**src/rtl/adc_sample_arbiter.sv**
```systemverilog
// -----------------------------------------------------------------------------
// adc_sample_arbiter
//
// Shares one multiplexed ADC core between four requesters. An idle arbiter
// picks the next requester round-robin, steers the ADC channel mux to that
// requester's channel, waits SETTLE_CYCLES clocks for the conversion to
// settle, then captures the result and returns it with a one-cycle pulse on
// that requester's rsp_valid bit.
//
// Ports
//   clk_clk        in   1   system clock, rising edge
//   reset_reset_n  in   1   asynchronous active-low reset
//   req            in   4   level request, bit i = requester i
//   req_chan       in  12   requested channel, requester i at [3i+2:3i]
//   rsp_valid      out  4   one-cycle pulse, bit i = rsp_data is for requester i
//   rsp_data       out 12   last captured sample, held until the next capture
//   busy           out  1   high while a grant is being serviced
//   adc_chan       out  3   channel select to the ADC core
//   adc_result     in  12   free-running ADC conversion result
// -----------------------------------------------------------------------------
module adc_sample_arbiter #(
  parameter int SETTLE_CYCLES = 2000   // legal range 1..65535
) (
  input  logic        clk_clk,
  input  logic        reset_reset_n,
  input  logic [3:0]  req,
  input  logic [11:0] req_chan,
  output logic [3:0]  rsp_valid,
  output logic [11:0] rsp_data,
  output logic        busy,
  output logic [2:0]  adc_chan,
  input  logic [11:0] adc_result
);

  typedef enum logic {
    IDLE   = 1'b0,
    SETTLE = 1'b1
  } state_e;

  localparam logic [15:0] CNT_LOAD = 16'(SETTLE_CYCLES - 1);

  state_e      state_q,     state_d;
  logic [15:0] cnt_q,       cnt_d;
  logic [1:0]  ptr_q,       ptr_d;
  logic [1:0]  win_q,       win_d;
  logic [2:0]  adc_chan_q,  adc_chan_d;
  logic [11:0] rsp_data_q,  rsp_data_d;
  logic [3:0]  rsp_valid_q, rsp_valid_d;
  logic        busy_q,      busy_d;

  logic [3:0]  eligible;
  logic        grant_found;
  logic [1:0]  grant_idx;
  logic [1:0]  cand;
  logic [2:0]  chan_slice [4];

  for (genvar g = 0; g < 4; g++) begin : g_chan_slice
    assign chan_slice[g] = req_chan[3*g +: 3];
  end

  // A requester whose response pulse is on the bus this cycle sits out one
  // arbitration round, so a level request that is dropped late is not
  // mistaken for a fresh one.
  assign eligible = req & ~rsp_valid_q;

  // Round-robin search starting at ptr_q; first eligible requester wins.
  always_comb begin
    // NOTE: every signal written here gets a default first, otherwise a path
    // that skips the assignment would infer a latch.
    grant_found = 1'b0;
    grant_idx   = ptr_q;
    cand        = '0;
    for (int k = 0; k < 4; k++) begin
      cand = ptr_q + 2'(k);
      if (!grant_found && eligible[cand]) begin
        grant_found = 1'b1;
        grant_idx   = cand;
      end
    end
  end

  always_comb begin
    state_d     = state_q;
    cnt_d       = cnt_q;
    ptr_d       = ptr_q;
    win_d       = win_q;
    adc_chan_d  = adc_chan_q;   // channel is held in IDLE so the ADC keeps tracking it
    rsp_data_d  = rsp_data_q;
    rsp_valid_d = '0;           // response is a single-cycle pulse
    busy_d      = busy_q;

    unique case (state_q)
      IDLE: begin
        if (grant_found) begin
          win_d      = grant_idx;
          adc_chan_d = chan_slice[grant_idx];
          cnt_d      = CNT_LOAD;
          busy_d     = 1'b1;
          state_d    = SETTLE;
        end
      end
      SETTLE: begin
        if (cnt_q != 16'd0) begin
          cnt_d = cnt_q - 16'd1;
        end else begin
          rsp_data_d         = adc_result;
          rsp_valid_d[win_q] = 1'b1;
          ptr_d              = win_q + 2'd1;
          busy_d             = 1'b0;
          state_d            = IDLE;
        end
      end
      default: state_d = IDLE;
    endcase
  end

  always_ff @(posedge clk_clk or negedge reset_reset_n) begin
    if (!reset_reset_n) begin
      state_q     <= IDLE;
      cnt_q       <= '0;
      ptr_q       <= '0;
      win_q       <= '0;
      adc_chan_q  <= '0;
      rsp_data_q  <= '0;
      rsp_valid_q <= '0;
      busy_q      <= 1'b0;
    end else begin
      // NOTE: non-blocking assignments so every flop samples the pre-edge
      // values, independent of statement order.
      state_q     <= state_d;
      cnt_q       <= cnt_d;
      ptr_q       <= ptr_d;
      win_q       <= win_d;
      adc_chan_q  <= adc_chan_d;
      rsp_data_q  <= rsp_data_d;
      rsp_valid_q <= rsp_valid_d;
      busy_q      <= busy_d;
    end
  end

  assign rsp_valid = rsp_valid_q;
  assign rsp_data  = rsp_data_q;
  assign busy      = busy_q;
  assign adc_chan  = adc_chan_q;

endmodule

```
**config.mk**
```make
export PLATFORM = sky130hd
export DESIGN_NAME = adc_sample_arbiter
export DESIGN_NICKNAME = d
export VERILOG_FILES = /design/src/rtl/adc_sample_arbiter.sv
export SDC_FILE = /design/constraint.sdc
export NUM_CORES = 1
export LEC_CHECK = 0
export ABC_AREA = 0
export CAP_MARGIN = 20
export CORE_ASPECT_RATIO = 1.25
export CORE_UTILIZATION = 41
export CTS_BUF_LIST = sky130_fd_sc_hd__clkbuf_8
export CTS_CLUSTER_SIZE = 28
export DETAILED_ROUTE_END_ITERATION = 6
export PLACE_DENSITY = 0.66
export SYNTH_ARGS = -nofsm -noshare
export SYNTH_HDL_FRONTEND = slang
export SYNTH_SLANG_ARGS = --single-unit
```
**constraint.sdc**
```tcl
create_clock -name clk_clk -period 2.7 [get_ports clk_clk]
set_clock_uncertainty 0.05 [all_clocks]
set_input_delay 0.54 -clock clk_clk [delete_from_list [all_inputs] [get_ports clk_clk]]
set_output_delay 0.54 -clock clk_clk [all_outputs]
set_load 0.01 [all_outputs]
```
==> run_results.csv, run 1 <==
group,metric,value,unit
run_status,status,"finished clean",
floorplanning,core,5120,sq um
setup_path,worstSetupEndpointType,"register",
finish,finalInstanceArea,2850,sq um
sta,setup_viol,0,
drt,initialDrtViolationCount,51,
synthesis,yosys-top-cells-area,"dfrtp_1, mux2_4, ha_1, mux2i_1, mux2_2",
synthesis,synth-seq-area-share,0.470,
finish,final.fill_count,450,
global_route,grt_max_degree,42,
setup_path,worst_ep_arrival_time,2.40,ns
pwr,power_density,432,nW/um^2
drt,vias,1700,
global_route,antenna_found_initial,0,
finish,drive_gt1_frac,0.140,
synthesis,synth_edf_count,0,
floorplanning,rows,29,
floorplanning,die_w,67.3,microns
sta,finalWorstSetupSlack,0.428,ns
cts,cts_resized,0,
synthesis,avgSynthCellArea,10.8,sq um
floorplanning,dieArea,5620,sq um
sta,post-route-min-period,2.27,ns
setup_path,timing.critical_path.slowest_cell_delay,0.60,ns
setup_path,slowest_stage,"or4_4",
setup_path,critPathRequiredTime,2.82,ns
sta,rsz0062_at_grt,"false",
synthesis,ys_types,47,
setup_path,path_class,"reg -> reg",
drt,wirelength,4560,microns
synthesis,synth_cells,202,
synthesis,synth.most_common_cell,"dfrtp_1",
global_route,grt_pass1_wl,7940,microns
synthesis,synth_top_area_frac,0.470,
synthesis,synth-seq-cells,41,
place,placed_area,2750,sq um
cts,cts_made_buffers,5,
place,dp_slack,0.312,ns
synthesis,synth_area_leader_cell,"dfrtp_1",
synthesis,synth_fp_nets,238,
cts,postCtsSetupBuffers,0,
cts,clk_pin_slew,0.08,ns
setup_path,reg2reg_from,"cnt_q[7]",
pwr,peakVddDrop,0.249,mV
place,dp_hpwl,3270,microns
synthesis,ys_warn_count,0,
setup_path,crit_chain,"or4_4 > nor4_4 > a21o_1 > nand2_1 > mux2_2",
cts,cts.sinks,41,
synthesis,synth_common_cells,"dfrtp_1, inv_1, nand2_1, nor2_1, o21ai_0",
floorplanning,die_h,83.6,microns
finish,fin_nets,292,
drt,via_per_inst,5.33,
setup_path,worstPathMaxFanout,11,
place,portBuffers,49,
sta,period_share,0.841,
global_route,grt_pass1_vias,1704,
sta,fmax,440,MHz
floorplanning,ios,50,
drt,first_pass_iters,4,
place,routabilityCongestion,0.787,
drt,drc_errors,0,
cts,cts_hold_buf,0,
run,drv_cap,0,
sta,relSlewSlack,0.398,
pwr,finalPower,1.23,mW
cts,insertion_delay,0.29,ns
sta,tightest_slew,0.904,ns
sta,maxSlewViolCount,0,
floorplanning,start_util,0.427,
sta,hold_viol,0,
pwr,p_leak,1.19,nW
drt,ant_nets,0,
synthesis,synth_flop_cell,"dfrtp_1",
cts,cts_buffer_depth,2,
drt,routedWlPerCell,14.3,microns
sta,final.setup.tns,0,ns
finish,synthToLayoutAreaGrowth,30.4,%
global_route,grt.total_usage,0.185,
synthesis,synthArstFlopShare,1.00,
finish,utilization,0.556,
cts,cts_root_buf,"clkbuf_8",
cts,cts_tree,"done",
synthesis,synth_area,2180,sq um
worst_hold_path,hold_path.class,"in -> async",
setup_path,start_kind,"register",
cts,htreeDepth,2,
global_route,grt_overflow,0,
setup_path,critPathLaunch,"cnt_q[7]",
finish,antenna_cells,0,
## flip-flops by register name (all words and copies together) (netlist names)
signal and flops:
rsp_valid 4, busy 1, rsp_data 12, cnt_q 16, win_q 2, ptr_q 2, state_q 1, adc_chan 3
## final cells by class
type | instances | area [sq um] | share of cell area
clock buffers | 6 | 82.6 | 0.0290
clock inverters | 2 | 13.8 | 0.00484
inverters | 12 | 45.0 | 0.0158
multi-input cells | 141 | 1070 | 0.376
flip-flops and latches | 41 | 1030 | 0.361
well taps | 62 | 77.6 | 0.0273
repair buffers | 55 | 531 | 0.186
## critical path: cells and delay by family (launching register included)
family | cells | cell delay, ns
muxes | 1 | 0.27
and+or+nand+nor | 3 | 1.07
AOI/OAI and AO/OA | 1 | 0.34
DFF | 1 | 0.44
## worst paths after layout
path / end / slack, ns / cells after the start
min in group clk_clk: rsp_data[2] / 0.46 / 1
worst min-delay path: rsp_data[6] / 0.32 / 1
worst max-delay path: cnt_q[0] / 0.43 / 5
worst min register to register: rsp_data[2] / 0.46 / 1
max in group asynchronous: cnt_q[1] / 1.71 / 1
worst max register to register: cnt_q[0] / 0.43 / 5
## per-stage QoR
step	instances	hold WS, ns
floorplan	202	0.194
global placement	311	0.433
detailed placement	311	0.442
CTS	319	0.357
global route	319	0.393
finish	319	0.318
## layout by cell type (no fill, tap or decap), drive strengths merged, types with 2 or more instances in the layout
cell type,n
clkbuf,6
o22ai,3
nand4,3
o21ai,9
or4,4
and2,5
dfrtp,41
o31ai,2
nor2b,3
clkdlybuf4s50,48
xnor2,2
nand3,8
or3,5
nand3b,2
nor2,12
ha,6
mux2,14
nand2,12
nor4,3
a2111oi,2
inv,12
nor3,2
nand2b,5
mux2i,7
buf,7
a21oi,6
o211ai,6
clkinv,2
a21o,3
or2,2
a211oi,3
and4b,2
## where the power goes
part           switching [mW]  total (mW)  internal (mW)
clock                   0.217       0.424          0.207
sequential             0.0162       0.653          0.637
combinational          0.0597       0.152         0.0921
total                   0.293        1.23          0.936
## logic make-up after synthesis
| kind of cell | Yosys count | synth area share |
|---|---|---|
| buffers and inverters | 20 | 0.0396 |
| muxes | 21 | 0.118 |
| and+or+nand+nor | 71 | 0.198 |
| AOI/OAI and AO/OA | 40 | 0.128 |
| xor gates and xnor gates | 3 | 0.0120 |
| adders and majority gates | 6 | 0.0344 |
| DFF | 41 | 0.470 |
## layer usage
metal,part of all wire,global-route usage,vias up
li1,-,-,838
met1,0.45,0.231,818
met2,0.51,0.306,38
met3,0.028,0.0342,6
met4,0.013,0.0735,0
met5,0,0,-
No activity file was read; power rests on OpenSTA's default activity.
==> run 2: changes to the inputs <==
- PLACE_DENSITY: 0.66 -> 0.69
- clock period: 2.7 -> 1.96 ns (I/O delays scaled with it)
==> run_results.csv, run 2 (synthesized netlist as in run 1, its figures left out) <==
group,metric,value,unit
global_route,antenna_found_initial,0,
sta,tightest_slew,0.326,ns
global_route,grt_pass1_wl,8480,microns
run_status,failed_checks,"negative setup slack",
cts,cts_root_buf,"clkbuf_8",
floorplanning,start_util,0.427,
sta,post-route-min-period,2.07,ns
pwr,pwr-share-seq,0.483,
finish,final.fill_count,408,
pwr,peakVddDrop,0.354,mV
floorplanning,rows,29,
drt,via_per_inst,5.19,
finish,final-seq-area,1030,sq um
setup_path,worst_ep_arrival_time,2.25,ns
setup_path,worstPathMaxFanout,4,
finish,final_cell_mix,"clkdlybuf4s50_1, dfrtp_1, buf_4",
cts,cts_buffer_depth,2,
sta,finalWorstSetupSlack,-0.109,ns
cts,clk_pin_slew,0.08,ns
floorplanning,dieArea,5620,sq um
cts,htreeDepth,2,
drt,routedWlPerCell,14.4,microns
sta,period_share,1.06,
global_route,grt_pass1_vias,1873,
drt,ant_nets,0,
setup_path,critPathRequiredTime,2.14,ns
sta,relSlewSlack,0.782,
place,routabilityCongestion,0.805,
setup_path,crit_chain,"or4_4 > or2_4 > buf_6 > or4_4 > a21oi_2",
pwr,p_comb_frac,0.126,
finish,multi_input_area,1170,sq um
cts,cts_made_buffers,5,
place,dp_hpwl,3740,microns
finish,top_register,"cnt_q",
finish,largest_reg_flops,16,
finish,final_common_cell,"clkdlybuf4s50_1",
run,drv_cap,0,
pwr,power.internal,1.43,mW
cts,cts.sinks,41,
cts,insertion_delay,0.29,ns
setup_path,slowest_stage,"or4_4",
floorplanning,die_h,83.6,microns
drt,wirelength,5180,microns
setup_path,path_delay_family,"simple AND/OR/NAND/NOR gates",
finish,synthToLayoutAreaGrowth,52.3,%
sta,maxSlewViolCount,0,
drt,initialDrtViolationCount,73,
pwr,finalPower,1.86,mW
global_route,grt_max_degree,21,
finish,drive_gt1_frac,0.310,
drt,vias,1863,
finish,utilization,0.650,
place,placed_area,3030,sq um
pwr,power_density,558,nW/um^2
setup_path,timing.critical_path.slowest_cell_delay,0.58,ns
sta,fmax,483,MHz
setup_path,crit_path_frequent_cell,"or4_4",
sta,rsz0062_at_grt,"true",
finish,fin_nets,332,
pwr,p_switching,0.420,mW
setup_path,worstSetupEndpointType,"register",
worst_hold_path,hold_path.class,"in -> async",
setup_path,start_kind,"register",
pwr,p_leak,1.44,nW
setup_path,path_class,"reg -> reg",
floorplanning,ios,50,
global_route,grt.total_usage,0.195,
pwr,power.share.clock,0.390,
cts,cts_tree,"done",
floorplanning,die_w,67.3,microns
sta,setup_viol,15,
finish,antenna_cells,0,
drt,drc_errors,0,
setup_path,crit_buf_inv,1,
place,portBuffers,49,
drt,first_pass_iters,4,
sta,hold_viol,0,
pwr,swShare,0.227,
global_route,grt_overflow,0,
finish,finalInstanceArea,3320,sq um
run_status,status,"complete, but fails checks",
floorplanning,core,5120,sq um
run 2: timing repair:
action	CTS	global route
buffers inserted	3	4
hold endpoints to repair	9	0
endpoints found under the setup margin	30	35
pin swaps	12	14
hold buffers	1	0
gates resized for setup	10	18
run 2: area by class of cell:
cell class,instances,area share
multi-input cells,141,0.351
inverters,12,0.0136
clock inverters,2,0.0113
clock buffers,6,0.0248
well taps,62,0.0233
repair buffers,95,0.267
flip-flops and latches,41,0.309
run 2: worst register-to-register path, stage by stage (launching register included):
cell and delay (ns):
dfrtp_1 0.39, or4_4 0.58, or2_4 0.26, buf_6 0.13, or4_4 0.48, a21oi_2 0.12
run 2: routing by layer:
| metal | track usage | vias up | wire (microns) | part of all wire |
|---|---|---|---|---|
| met5 | 0 | - | 0 | 0 |
| met4 | 0.0580 | 0 | 65 | 0.013 |
| met3 | 0.0342 | 6 | 154 | 0.030 |
| met2 | 0.337 | 37 | 2650 | 0.51 |
| met1 | 0.238 | 900 | 2310 | 0.45 |
| li1 | - | 920 | - | - |
run 2: through the flow:
step	setup TNS [ns]	hold WS [ns]	std cells	setup slack, ns
4_1_cts	-1.82	0.449	355	-0.108
5_1_grt	-1.57	0.470	359	-0.137
3_5_place_dp	-3.38	0.230	343	-0.310
2_1_floorplan	-1.09	0.0464	202	-0.103
6_report	-0.400	0.460	359	-0.109
3_3_place_gp	-2.06	0.224	343	-0.229
run 2: path summary, 6_finish.rpt:
check / end / slack, ns / cells after the start / from
max: cnt_q[13] / -0.11 / 5 / cnt_q[7]
min reg2reg: rsp_data[2] / 0.46 / 1 / rsp_data[2]
min: rsp_data[5] / 0.46 / 2 / reset_reset_n
min in group clk_clk: rsp_data[2] / 0.46 / 1 / rsp_data[2]
max in group asynchronous: adc_chan[1] / 0.93 / 3 / reset_reset_n
max reg2reg: cnt_q[13] / -0.11 / 5 / cnt_q[7]
run 2: power groups by stage:
| stage | registers, mW | logic (mW) | clock network [mW] |
|---|---|---|---|
| finish | 0.897 | 0.234 | 0.724 |
| floorplan | 0.923 | 0.0678 | 0 |
| global placement | 0.913 | 0.225 | 0 |
| CTS | 0.897 | 0.234 | 0.735 |
| detailed placement | 0.914 | 0.229 | 0 |
| global route | 0.902 | 0.254 | 0.773 |
